--- src/rtl/prio_arbiter_rr.sv ---
// Registered N-way request arbiter with run-time fixed-priority / round-robin selection.
// The grant is held under a valid/ready handshake until the consumer accepts it.
module prio_arbiter_rr #(
    parameter int unsigned N = 8,
    localparam int unsigned IDX_W = $clog2(N)
) (
    input  logic             clk,
    input  logic             rst_n,
    input  logic [N-1:0]     req,
    input  logic             mode,
    input  logic             grant_ready,
    output logic             grant_valid,
    output logic [IDX_W-1:0] grant_idx,
    output logic [N-1:0]     grant_onehot
);

    logic             grant_valid_q;
    logic [IDX_W-1:0] grant_idx_q;
    logic [N-1:0]     grant_onehot_q;
    logic [IDX_W-1:0] ptr_q;

    logic             accept;
    logic             arb_en;
    logic [IDX_W-1:0] next_idx;
    logic [IDX_W-1:0] ptr_eff;
    logic [IDX_W-1:0] fix_idx;
    logic [IDX_W-1:0] rr_idx;
    logic [IDX_W-1:0] win_idx;
    logic [N-1:0]     win_onehot;
    logic [2*N-1:0]   req_dbl;
    logic [N-1:0]     req_rot;
    logic             rr_found;
    int unsigned      rr_off;
    int unsigned      rr_sum;

    assign accept = grant_valid_q & grant_ready;
    assign arb_en = ~grant_valid_q | grant_ready;

    always_comb begin
        next_idx = grant_idx_q + 1'b1;
        if (32'(grant_idx_q) == N - 1) begin
            next_idx = '0;
        end
        // The just-served requester drops to lowest priority in the same cycle it is accepted.
        ptr_eff = accept ? next_idx : ptr_q;
    end

    // Fixed priority: highest set index wins.
    always_comb begin
        fix_idx = '0;
        for (int i = 0; i < N; i++) begin
            if (req[i]) begin
                fix_idx = IDX_W'(i);
            end
        end
    end

    // Round robin: rotate so ptr_eff lands at bit 0, take the lowest set bit, rotate back.
    always_comb begin
        req_dbl  = {req, req} >> ptr_eff;
        req_rot  = req_dbl[N-1:0];
        rr_found = 1'b0;
        rr_off   = 0;
        for (int i = 0; i < N; i++) begin
            if (req_rot[i] && !rr_found) begin
                rr_found = 1'b1;
                rr_off   = i;
            end
        end
        rr_sum = 32'(ptr_eff) + rr_off;
        if (rr_sum >= N) begin
            rr_sum = rr_sum - N;
        end
        rr_idx = IDX_W'(rr_sum);
    end

    always_comb begin
        win_idx    = mode ? rr_idx : fix_idx;
        win_onehot = {{(N-1){1'b0}}, 1'b1} << win_idx;
    end

    always_ff @(posedge clk or negedge rst_n) begin
        if (!rst_n) begin
            grant_valid_q  <= 1'b0;
            grant_idx_q    <= '0;
            grant_onehot_q <= '0;
            ptr_q          <= '0;
        end else begin
            if (arb_en) begin
                if (|req) begin
                    grant_valid_q  <= 1'b1;
                    grant_idx_q    <= win_idx;
                    grant_onehot_q <= win_onehot;
                end else begin
                    grant_valid_q  <= 1'b0;
                    grant_idx_q    <= '0;
                    grant_onehot_q <= '0;
                end
            end
            if (accept && mode) begin
                ptr_q <= next_idx;
            end
        end
    end

    assign grant_valid  = grant_valid_q;
    assign grant_idx    = grant_idx_q;
    assign grant_onehot = grant_onehot_q;

endmodule
--- config.mk ---
export PLATFORM = sky130hd
export DESIGN_NAME = prio_arbiter_rr
export DESIGN_NICKNAME = d
export VERILOG_FILES = /design/src/rtl/prio_arbiter_rr.sv
export SDC_FILE = /design/constraint.sdc
export NUM_CORES = 1
export LEC_CHECK = 0
export BUFFER_PORTS_ARGS = -buffer_cell sky130_fd_sc_hd__buf_2
export CELL_PAD_IN_SITES_DETAIL_PLACEMENT = 0
export CELL_PAD_IN_SITES_GLOBAL_PLACEMENT = 1
export CORE_UTILIZATION = 35
export CTS_CLUSTER_DIAMETER = 200
export DETAILED_ROUTE_END_ITERATION = 6
export HOLD_SLACK_MARGIN = 0.1
export PLACE_DENSITY_LB_ADDON = 0.1
export SLEW_MARGIN = 10
export SYNTH_ARGS = -nofsm -noshare
export SYNTH_HDL_FRONTEND = slang
export SYNTH_SLANG_ARGS = --single-unit
--- constraint.sdc ---
create_clock -name clk -period 6 [get_ports clk]
set_clock_uncertainty 0.2 [all_clocks]
set_input_delay 0.3 -clock clk [delete_from_list [all_inputs] [get_ports clk]]
set_output_delay 0.3 -clock clk [all_outputs]
set_load 0.03 [all_outputs]
==> results_dict.tcl, run 1 <==
set metrics [dict create \
    postSynth.asyncResetShare 1.00 \
    hpwl_um 3330 \
    post_cts_resized 0 \
    post_synth_num_cell_types 54 \
    cts_htree_levels 1 \
    clk_pin_slew_ns 0.07 \
    top_cell_types_by_occurrence_after_synthesis "nand2_1, dfrtp_1, nor2_1" \
    final_nets 217 \
    max-clock-path-buffers 2 \
    gp_congestion 0.815 \
    status "finished clean" \
    timing.hold.worst.class "in -> reg" \
    postLayoutSetupSlackWorst_ns 0.641 \
    timing.final.max_slew_violations 0 \
    detailedRoute.firstPassIterationCount 4 \
    yosysWarnings 0 \
    post_cts_buffers 0 \
    most_frequent_cell_after_synthesis "nand2_1" \
    postSynthNetCount 201 \
    power.leakage_nw 0.736 \
    grt.overflow.total 0 \
    transition_time_at_the_pin_with_the_least_slew_margin_ns 1.03 \
    total_count_of_hold_check_failures_in_the_final_report 0 \
    io_pins 24 \
    critical_path_class "reg -> reg" \
    antenna_found_initial 0 \
    drc_errors 0 \
    cts-buffers-inserted 3 \
    yosys_most_used_dff "dfrtp_1" \
    cts_hold_buf 1 \
    synth.top_cell.area_share 0.234 \
    tritoncts_clock_tree "yes" \
    placement.io_buffers 23 \
    sequential_area_share_after_synthesis 0.234 \
    clock_net_sink_count 15 \
    num_antenna_cells 0 \
    gr-usage-all-layers 0.181 \
    cap_viol_max_count 0 \
    synth_top_area_cell "dfrtp_1" \
    die-width_um 69.7 \
    core_um2 4380 \
    cp_data_arrival_time_ns 5.33 \
    synthCells 185 \
    global_route_wire_length_before_repair_um 7080 \
    antenna_left 0 \
    synth-seq-cells 15 \
    die_area_um2 4850 \
    postLayoutCellArea_um2 1790 \
    clkLatencyLatePin_ns 0.26 \
    clk_root_buffer_cell "clkbuf_8" \
    post_route_clock_period_utilization 0.893 \
    power_w 0.00115 \
    start_util 0.366 \
    powerDensity_nw_per_um2 640 \
    post_synth_edffs 0 \
    finalWorstPathRequiredPeriod_ns 5.36 \
    viasPerCell 6.21 \
    routed-via-count 1565 \
    wire_per_inst_um 17.6 \
    postRouteWirelength_um 4430 \
    placement_rows 24 \
    fin_tns_setup_ns 0 \
    dpl_cell_area_um2 1740 \
    number_of_setup_violations_in_the_final_report 0 \
    post_route_cells_drive_above_1_share 0.220 \
    timing.slew.headroom 0.302 \
    max_freq_mhz 187 \
    critical_path_peak_fanout 18 \
    grt_setup_unrepaired "false" \
    avgSynthCellArea_um2 8.66 \
    grt_pass1_vias 1441 \
    placement.setup.worst_slack_ns 0.675 \
    chipHeight_um 69.7 \
    drt-initial-drc-count 119 \
    critPathLaunchType "register" \
    area_growth_syn_to_layout_pct 11.9 \
    largest_voltage_drop_on_the_vdd_net_v 0.000196 \
    pin_count_of_the_biggest_net_entering_global_routing 19 \
    syn-cell-area_um2 1600 \
    synthTopCellsByArea "dfrtp_1, nand2_1, mux4_2" \
    required_ns 5.97 \
    timing.critical_path.to_type "register" \
]
==> critical path: stages, from the launching register on <==
cell	delay, ns
dfrtp_1	0.43
ha_1	0.18
ha_1	0.15
nor2_1	0.08
mux2i_4	0.52
inv_4	0.20
a2111o_1	0.46
o221a_1	0.28
or2_1	0.30
a211o_1	0.30
o2111ai_1	0.11
ha_1	0.18
inv_1	0.05
fa_1	0.43
nand2_1	0.10
o41a_1	0.34
o311ai_0	0.41
nor3_1	0.30
a22oi_1	0.13
o211ai_1	0.10
==> cells in the final DEF, fill, tap and decap left out, types with 6 or more instances in the layout <==
cell type	instances
a21oi_1	6
buf_2	23
dfrtp_1	15
nand2_1	25
nand2b_1	6
nor2_1	14
nor3_1	7
o211ai_1	7
o21ai_0	7
==> stage by stage <==
stage / hold slack, ns / cells / utilization
2_1_floorplan: -0.196 / 185 / -
3_3_place_gp: 0.0194 / 247 / 0.397
3_5_place_dp: 0.0343 / 247 / 0.397
4_1_cts: 0.204 / 252 / 0.409
5_1_grt: 0.236 / 252 / 0.409
6_report: 0.197 / 252 / 0.409
==> metal layers <==
layer	track usage	share of wire	vias to the layer above
met3	0.0233	0.045	8
met5	0	0	-
li1	-	-	748
met4	0.0800	0.019	0
met2	0.304	0.49	56
met1	0.233	0.45	753
==> cells by family (layout without fill, tap and decap cells) <==
kind of cell    count (synthesis)  count (layout)  share of synthesized area
buf+inv                        21              36                     0.0523
fa+ha+maj                       4               4                     0.0359
flops                          15              15                      0.234
xor+xnor                        1               1                    0.00547
compound gates                 62              62                      0.304
simple gates                   64              64                      0.185
mux                            18              18                      0.183
==> worst paths after layout <==
kind	start	end	slack, ns	depth (start not counted)
min in group asynchronous	rst_n	grant_idx[2]$_DFFE_PN0P_	0.28	2
max in group asynchronous	rst_n	grant_onehot[6]$_DFFE_PN0P_	5.05	2
min reg2reg	grant_onehot[6]$_DFFE_PN0P_	grant_onehot[6]$_DFFE_PN0P_	0.27	2
max	grant_idx[0]$_DFFE_PN0P_	grant_onehot[3]$_DFFE_PN0P_	0.64	19
max reg2reg	grant_idx[0]$_DFFE_PN0P_	grant_onehot[3]$_DFFE_PN0P_	0.64	19
min	grant_ready	grant_valid$_DFFE_PN0P_	0.20	3
==> final cells by class <==
cell class / count / area, um2
fill: 449 / 2590
multi-input combinational: 149 / 1140
sequential: 15 / 375
timing repair buffer: 26 / 140
tap: 52 / 65.1
clock buffer: 4 / 45.0
inverter: 6 / 25.0
==> registers in the layout, indices dropped and copies added, names as in the netlist <==
signal and flops:
grant_idx 3, grant_onehot 8, grant_valid 1, ptr_q 3
==> power by group <==
part | switching [W] | internal [W] | total (W)
Combinational | 0.000543 | 0.000354 | 0.000897
Sequential | 0.0000256 | 0.000139 | 0.000165
Clock | 0.0000385 | 0.0000472 | 0.0000857
Note: power is estimated with default switching activity, not from simulation.
==> run 2: changes to the inputs <==
Settings changed: ABC_AREA set to 1.
Clock period 6 ns to 6.91 ns, I/O delays scaled along.
==> results_dict.tcl, run 2 <==
set metrics [dict create \
    cap_viol_max_count 0 \
    final_core_utilization 0.415 \
    post_cts_resized 0 \
    critical_path_peak_fanout 11 \
    max_stage_delay_ns 0.72 \
    startpoint "grant_idx[0]$_DFFE_PN0P_" \
    required_ns 6.90 \
    postSynth.asyncResetShare 1.00 \
    start_util 0.362 \
    path_cells "ha_1 -> ha_1 -> inv_1 -> o21ai_1 -> inv_2 -> nand3_1 -> nand2_1 -> nor2_4 -> nand3_2 -> nor2_2 -> nand3_1 -> o221ai_1 -> ha_1 -> o21ai_0 -> inv_1 -> nor3_1 -> nand3_1 -> nand2_1" \
    critPathLaunchType "register" \
    placement.setup.worst_slack_ns 2.56 \
    critical_path_class "reg -> reg" \
    avgSynthCellArea_um2 6.97 \
    transition_time_at_the_pin_with_the_least_slew_margin_ns 0.918 \
    synth_top_area_cell "dfrtp_1" \
    final-instance-count-excl-fill 283 \
    p_sw_w 0.000513 \
    gr-usage-all-layers 0.195 \
    cp_top_family "compound AO/OA/AOI/OAI gates" \
    placement_rows 23 \
    synth-seq-cells 15 \
    cp_data_arrival_time_ns 4.38 \
    clock_net_sink_count 15 \
    pin_count_of_the_biggest_net_entering_global_routing 16 \
    clkLatencyLatePin_ns 0.25 \
    detailedRoute.firstPassIterationCount 4 \
    post_cts_buffers 0 \
    post_route_clock_period_utilization 0.636 \
    cts_htree_levels 1 \
    cts_hold_buf 1 \
    holdPathEnd "grant_valid$_DFFE_PN0P_" \
    clk_pin_slew_ns 0.06 \
    finalHoldWorstSlack_ns 0.174 \
    grt_pass1_vias 1438 \
    timing.hold.worst.class "in -> reg" \
    reg2reg_path_depth 18 \
    status "finished clean" \
    postLayoutSetupSlackWorst_ns 2.51 \
    final_common_cell "nand2_1" \
    intPower_w 0.000386 \
    path_buf_inv 3 \
    num_antenna_cells 0 \
    synth.top_cell.area_share 0.259 \
    die_area_um2 4400 \
    total_count_of_hold_check_failures_in_the_final_report 0 \
    sequential_area_share_after_synthesis 0.259 \
    multi_input_comb_area_um2 962 \
    area_growth_syn_to_layout_pct 14.7 \
    pwr-share-comb 0.757 \
    largest_voltage_drop_on_the_vdd_net_v 0.000188 \
    most_frequent_cell_after_synthesis "nand2_1" \
    timing.final.max_slew_violations 0 \
    timing.slew.headroom 0.384 \
    grt_setup_unrepaired "false" \
    timing.hold.worst_path_depth 3 \
    fraction_of_power_spent_switching_nets 0.571 \
    largest_reg_flops 8 \
    worstHoldStart "req[0]" \
    wire_per_inst_um 13.2 \
    gp_congestion 0.799 \
    placed_cells_incl_taps 278 \
    pwr-share-seq 0.163 \
    postSynthNetCount 224 \
    synthCells 208 \
    register_to_register_setup_slack_ns 2.51 \
    placement.io_buffers 23 \
    number_of_setup_violations_in_the_final_report 0 \
    rr_startpoint "grant_idx[0]$_DFFE_PN0P_" \
    core_um2 4000 \
    post_synth_num_cell_types 36 \
    max-clock-path-buffers 2 \
    cts-buffers-inserted 3 \
    yosysWarnings 0 \
    ff_latch_area_um2 375 \
    die-width_um 66.3 \
    chipHeight_um 66.3 \
    drt-initial-drc-count 99 \
    routed-via-count 1450 \
    max_freq_mhz 227 \
    final_nets 250 \
    layout_common_cells "nand2_1, nand3_1, buf_2, inv_1, dfrtp_1" \
    tritoncts_clock_tree "yes" \
    post_synth_edffs 0 \
    syn-cell-area_um2 1450 \
    clkPwrFrac 0.080 \
    io_pins 24 \
    drc_errors 0 \
    post_route_cells_drive_above_1_share 0.253 \
    antenna_left 0 \
    finalWorstPathRequiredPeriod_ns 4.40 \
    yosys_most_used_dff "dfrtp_1" \
    worstReg2RegEnd "grant_onehot[2]$_DFFE_PN0P_" \
    timing.critical_path.slowest_stage_cell "o21ai_1" \
    postRouteWirelength_um 3720 \
    filler_cell_count 442 \
    synthTopCellsByArea "dfrtp_1, nand2_1, nand3_1" \
    power.leakage_nw 0.875 \
    powerDensity_nw_per_um2 541 \
    grt.overflow.total 0 \
    antenna_found_initial 0 \
    hpwl_um 3010 \
    global_route_wire_length_before_repair_um 6530 \
    clk_root_buffer_cell "clkbuf_8" \
    viasPerCell 5.12 \
    fin_tns_setup_ns 0 \
    top_cell_types_by_occurrence_after_synthesis "nand2_1, nand3_1, inv_1" \
    timing.critical_path.to_type "register" \
]
[run 2: changes by cell type in the layout (fill, tap and decap cells not counted), moves of 5 or more]
cell	delta
a21oi_1	-5
inv_1	+16
mux2_2	-5
mux2i_1	-5
nand2_1	+34
nand2_2	+7
nand2b_1	-6
nand3_1	+36
nand3_2	+10
o211ai_1	-7
o31ai_1	-5
[run 2: worst max-delay path by stage]
stage / endpoint / slack, ns / cells past startpoint
global placement: grant_onehot[2]$_DFFE_PN0P_ / 2.72 / 18
CTS: grant_onehot[2]$_DFFE_PN0P_ / 2.53 / 18
detailed placement: grant_onehot[2]$_DFFE_PN0P_ / 2.56 / 18
global route: grant_onehot[0]$_DFFE_PN0P_ / 2.11 / 18
floorplan: grant_onehot[3]$_DFFE_PN0P_ / 3.28 / 24
finish: grant_onehot[2]$_DFFE_PN0P_ / 2.51 / 18
[run 2: power by group through the flow]
stage          Sequential (W)  Combinational (W)  Clock (W)
2_1_floorplan        0.000200           0.000495          0
4_1_cts              0.000147           0.000686  0.0000742
3_5_place_dp         0.000149           0.000681          0
6_report             0.000147           0.000681  0.0000719
5_1_grt              0.000152           0.000763  0.0000768
3_3_place_gp         0.000148           0.000677          0
[run 2: cells by family after synthesis]
kind of cell	share of synthesized area
compound gates	0.0976
simple gates	0.521
buf+inv	0.0769
fa+ha+maj	0.0397
xor+xnor	0.00605
flops	0.259
[run 2: per-layer routing]
| metal | GRT usage | wire length [um] | part of all wire |
|---|---|---|---|
| met4 | 0.0824 | 78 | 0.021 |
| met5 | 0 | 0 | 0 |
| met3 | 0.0155 | 96 | 0.026 |
| met2 | 0.343 | 1840 | 0.49 |
| met1 | 0.240 | 1710 | 0.46 |
[run 2: cell type report]
type	instances	area share
clock buffers	4	0.0271
inverters	23	0.0550
well taps	50	0.0377
flip-flops and latches	15	0.226
repair buffers	24	0.0753
multi-input cells	167	0.579
[run 2: stage by stage]
step / cell area, um2 / power [W]
after global routing: 1660 / 0.000992
after CTS: 1660 / 0.000907
after floorplan: 1450 / 0.000695
after detailed placement: 1610 / 0.000829
final: 1660 / 0.000899
after global placement: 1610 / 0.000824
[run 2: tightest hold or removal path: stages]
cell and delay [ns]:
buf_2 0.11, nor4_1 0.08, nand2_1 0.06
==> run 3: changes to the inputs <==
Settings changed: ABC_AREA 1 to 0.
Clock period 6.91 ns to 4 ns, I/O delays scaled along.
==> results_dict.tcl, run 3 (same netlist as run 1, synthesis figures left out) <==
set metrics [dict create \
    status "complete, but fails checks" \
    failed_checks "setup timing" \
    clock_net_sink_count 15 \
    pin_count_of_the_biggest_net_entering_global_routing 17 \
    grt_setup_unrepaired "true" \
    max_stage_delay_ns 0.53 \
    clkLatencyLatePin_ns 0.24 \
    met2_wirelength_um 2540 \
    cap_viol_max_count 0 \
    layout_common_cells "buf_4, buf_2, nand2_1, dfrtp_1, nor2_1" \
    die_area_um2 4850 \
    pwr-share-seq 0.101 \
    postRouteWirelength_um 4870 \
    io_pins 24 \
    gp_congestion 0.834 \
    routed-wl-met3_um 151 \
    detailedRoute.firstPassIterationCount 4 \
    transition_time_at_the_pin_with_the_least_slew_margin_ns 1.03 \
    power_w 0.00251 \
    met1_length_um 2060 \
    critPathLaunchType "register" \
    hpwl_um 3700 \
    clkPwrFrac 0.049 \
    num_antenna_cells 0 \
    cp_data_arrival_time_ns 4.19 \
    intPower_w 0.00136 \
    max_freq_mhz 235 \
    cts_htree_levels 1 \
    placement_rows 24 \
    critical_path_class "reg -> reg" \
    post_route_clock_period_utilization 1.07 \
    cp_top_family "compound AO/OA/AOI/OAI gates" \
    timing.critical_path.to_type "register" \
    core_um2 4380 \
    grt_pass1_vias 1733 \
    largest_voltage_drop_on_the_vdd_net_v 0.000364 \
    timing.critical_path.slowest_stage_cell "mux4_2" \
    routed-via-count 1678 \
    die-width_um 69.7 \
    finalWorstPathRequiredPeriod_ns 4.26 \
    postLayoutSetupSlackWorst_ns -0.263 \
    critical_path_peak_fanout 5 \
    timing.hold.worst.class "in -> reg" \
    power.leakage_nw 0.978 \
    timing.final.max_slew_violations 0 \
    pwr-share-comb 0.851 \
    start_util 0.366 \
    placement.io_buffers 23 \
    chipHeight_um 69.7 \
    wire_per_inst_um 16.7 \
    global_route_wire_length_before_repair_um 8310 \
    p_sw_w 0.00115 \
    required_ns 3.93 \
    viasPerCell 5.77 \
    final_nets 256 \
    antenna_left 0 \
    tritoncts_clock_tree "yes" \
    top_layer_used "met4" \
    path_buf_inv 1 \
    grt.overflow.total 0 \
    path_cells "ha_4 -> ha_4 -> nor2_4 -> mux2i_4 -> inv_4 -> mux4_2 -> mux2_4 -> a211oi_4 -> o211ai_1 -> a22o_1 -> fa_2 -> nand2_2 -> o41a_1 -> nor2_2 -> a32o_1 -> a211o_1" \
    cts-buffers-inserted 3 \
    drc_errors 0 \
    gr-usage-all-layers 0.209 \
    critical_path.most_common_cell "ha_4" \
    drt-initial-drc-count 78 \
    max-clock-path-buffers 2 \
    antenna_found_initial 0 \
    clk_root_buffer_cell "clkbuf_8" \
    total_count_of_hold_check_failures_in_the_final_report 0 \
    clk_pin_slew_ns 0.06 \
    timing.slew.headroom 0.314 \
    largest_reg_flops 8 \
    area_growth_syn_to_layout_pct 43.8 \
    powerDensity_nw_per_um2 1090 \
    number_of_setup_violations_in_the_final_report 10 \
    register_to_register_setup_slack_ns -0.26 \
    final_common_cell "buf_4" \
    fraction_of_power_spent_switching_nets 0.457 \
    placement.setup.worst_slack_ns -0.406 \
    post_route_cells_drive_above_1_share 0.481 \
]
-- run 3: cell count changes in the layout (fill, tap and decap cells not counted), moves of 7 or more --
cell      previous run  this run
nand3_2             10         0
nand2_1             59        22
nand3_1             38         2
buf_4                0        37
o211ai_1             0         7
inv_1               21         4
-- run 3: final cells by class --
type | instances | area (um2)
fill | 433 | 2080
multi-input combinational | 149 | 1330
timing repair buffer | 65 | 465
sequential | 15 | 378
tap | 52 | 65.1
clock buffer | 4 | 45.0
inverter | 6 | 25.0
-- run 3: routing by layer --
layer | global-route usage | vias up
met5 | 0 | -
met4 | 0.0778 | 0
met3 | 0.0131 | 10
met2 | 0.374 | 51
met1 | 0.263 | 800
li1 | - | 817
-- run 3: timing repair --
item,4_1_cts,5_1_grt
pin swaps,12,10
hold endpoints to repair,15,0
buffers inserted,3,6
setup endpoints to repair,10,10
hold buffers,1,0
gates resized for setup,14,10
-- run 3: path summary, 6_finish.rpt --
check                                                    to  cells after the start                         from
worst max-delay path            grant_onehot[0]$_DFFE_PN0P_                     16     grant_idx[1]$_DFFE_PN0P_
min in group asynchronous              ptr_q[1]$_DFFE_PN0P_                      2                        rst_n
worst min register to register  grant_onehot[6]$_DFFE_PN0P_                      2  grant_onehot[6]$_DFFE_PN0P_
max in group asynchronous          grant_idx[0]$_DFFE_PN0P_                      2                        rst_n
worst min-delay path                grant_valid$_DFFE_PN0P_                      3                       req[1]
worst max register to register  grant_onehot[0]$_DFFE_PN0P_                     16     grant_idx[1]$_DFFE_PN0P_
-- run 3: per-stage QoR --
step	cells	cell area [um2]	hold WS, ns	setup TNS, ns	utilization
after global routing	291	2300	0.224	-3.96	0.526
after global placement	278	2080	-0.0801	-2.41	0.473
final	291	2300	0.184	-2.09	0.526
after floorplan	185	1680	-0.296	-1.08	-
after detailed placement	278	2080	-0.0756	-3.27	0.473
after CTS	286	2220	0.178	-1.84	0.507
-- run 3: power groups by stage --
stage	sequential (W)	combinational (W)	clock, W
4_1_cts	0.000254	0.00203	0.000124
3_5_place_dp	0.000255	0.00184	0
5_1_grt	0.000261	0.00230	0.000132
6_report	0.000253	0.00214	0.000122
3_3_place_gp	0.000253	0.00182	0
2_1_floorplan	0.000334	0.00111	0
-- run 3: worst reg2reg max path, cell delays in order (launching register included) --
cell and delay, ns:
dfrtp_2 0.42, ha_4 0.17, ha_4 0.16, nor2_4 0.11, mux2i_4 0.12, inv_4 0.11, mux4_2 0.53, mux2_4 0.30
a211oi_4 0.30, o211ai_1 0.13, a22o_1 0.25, fa_2 0.45, nand2_2 0.07, o41a_1 0.26, nor2_2 0.08, a32o_1 0.26
a211o_1 0.22
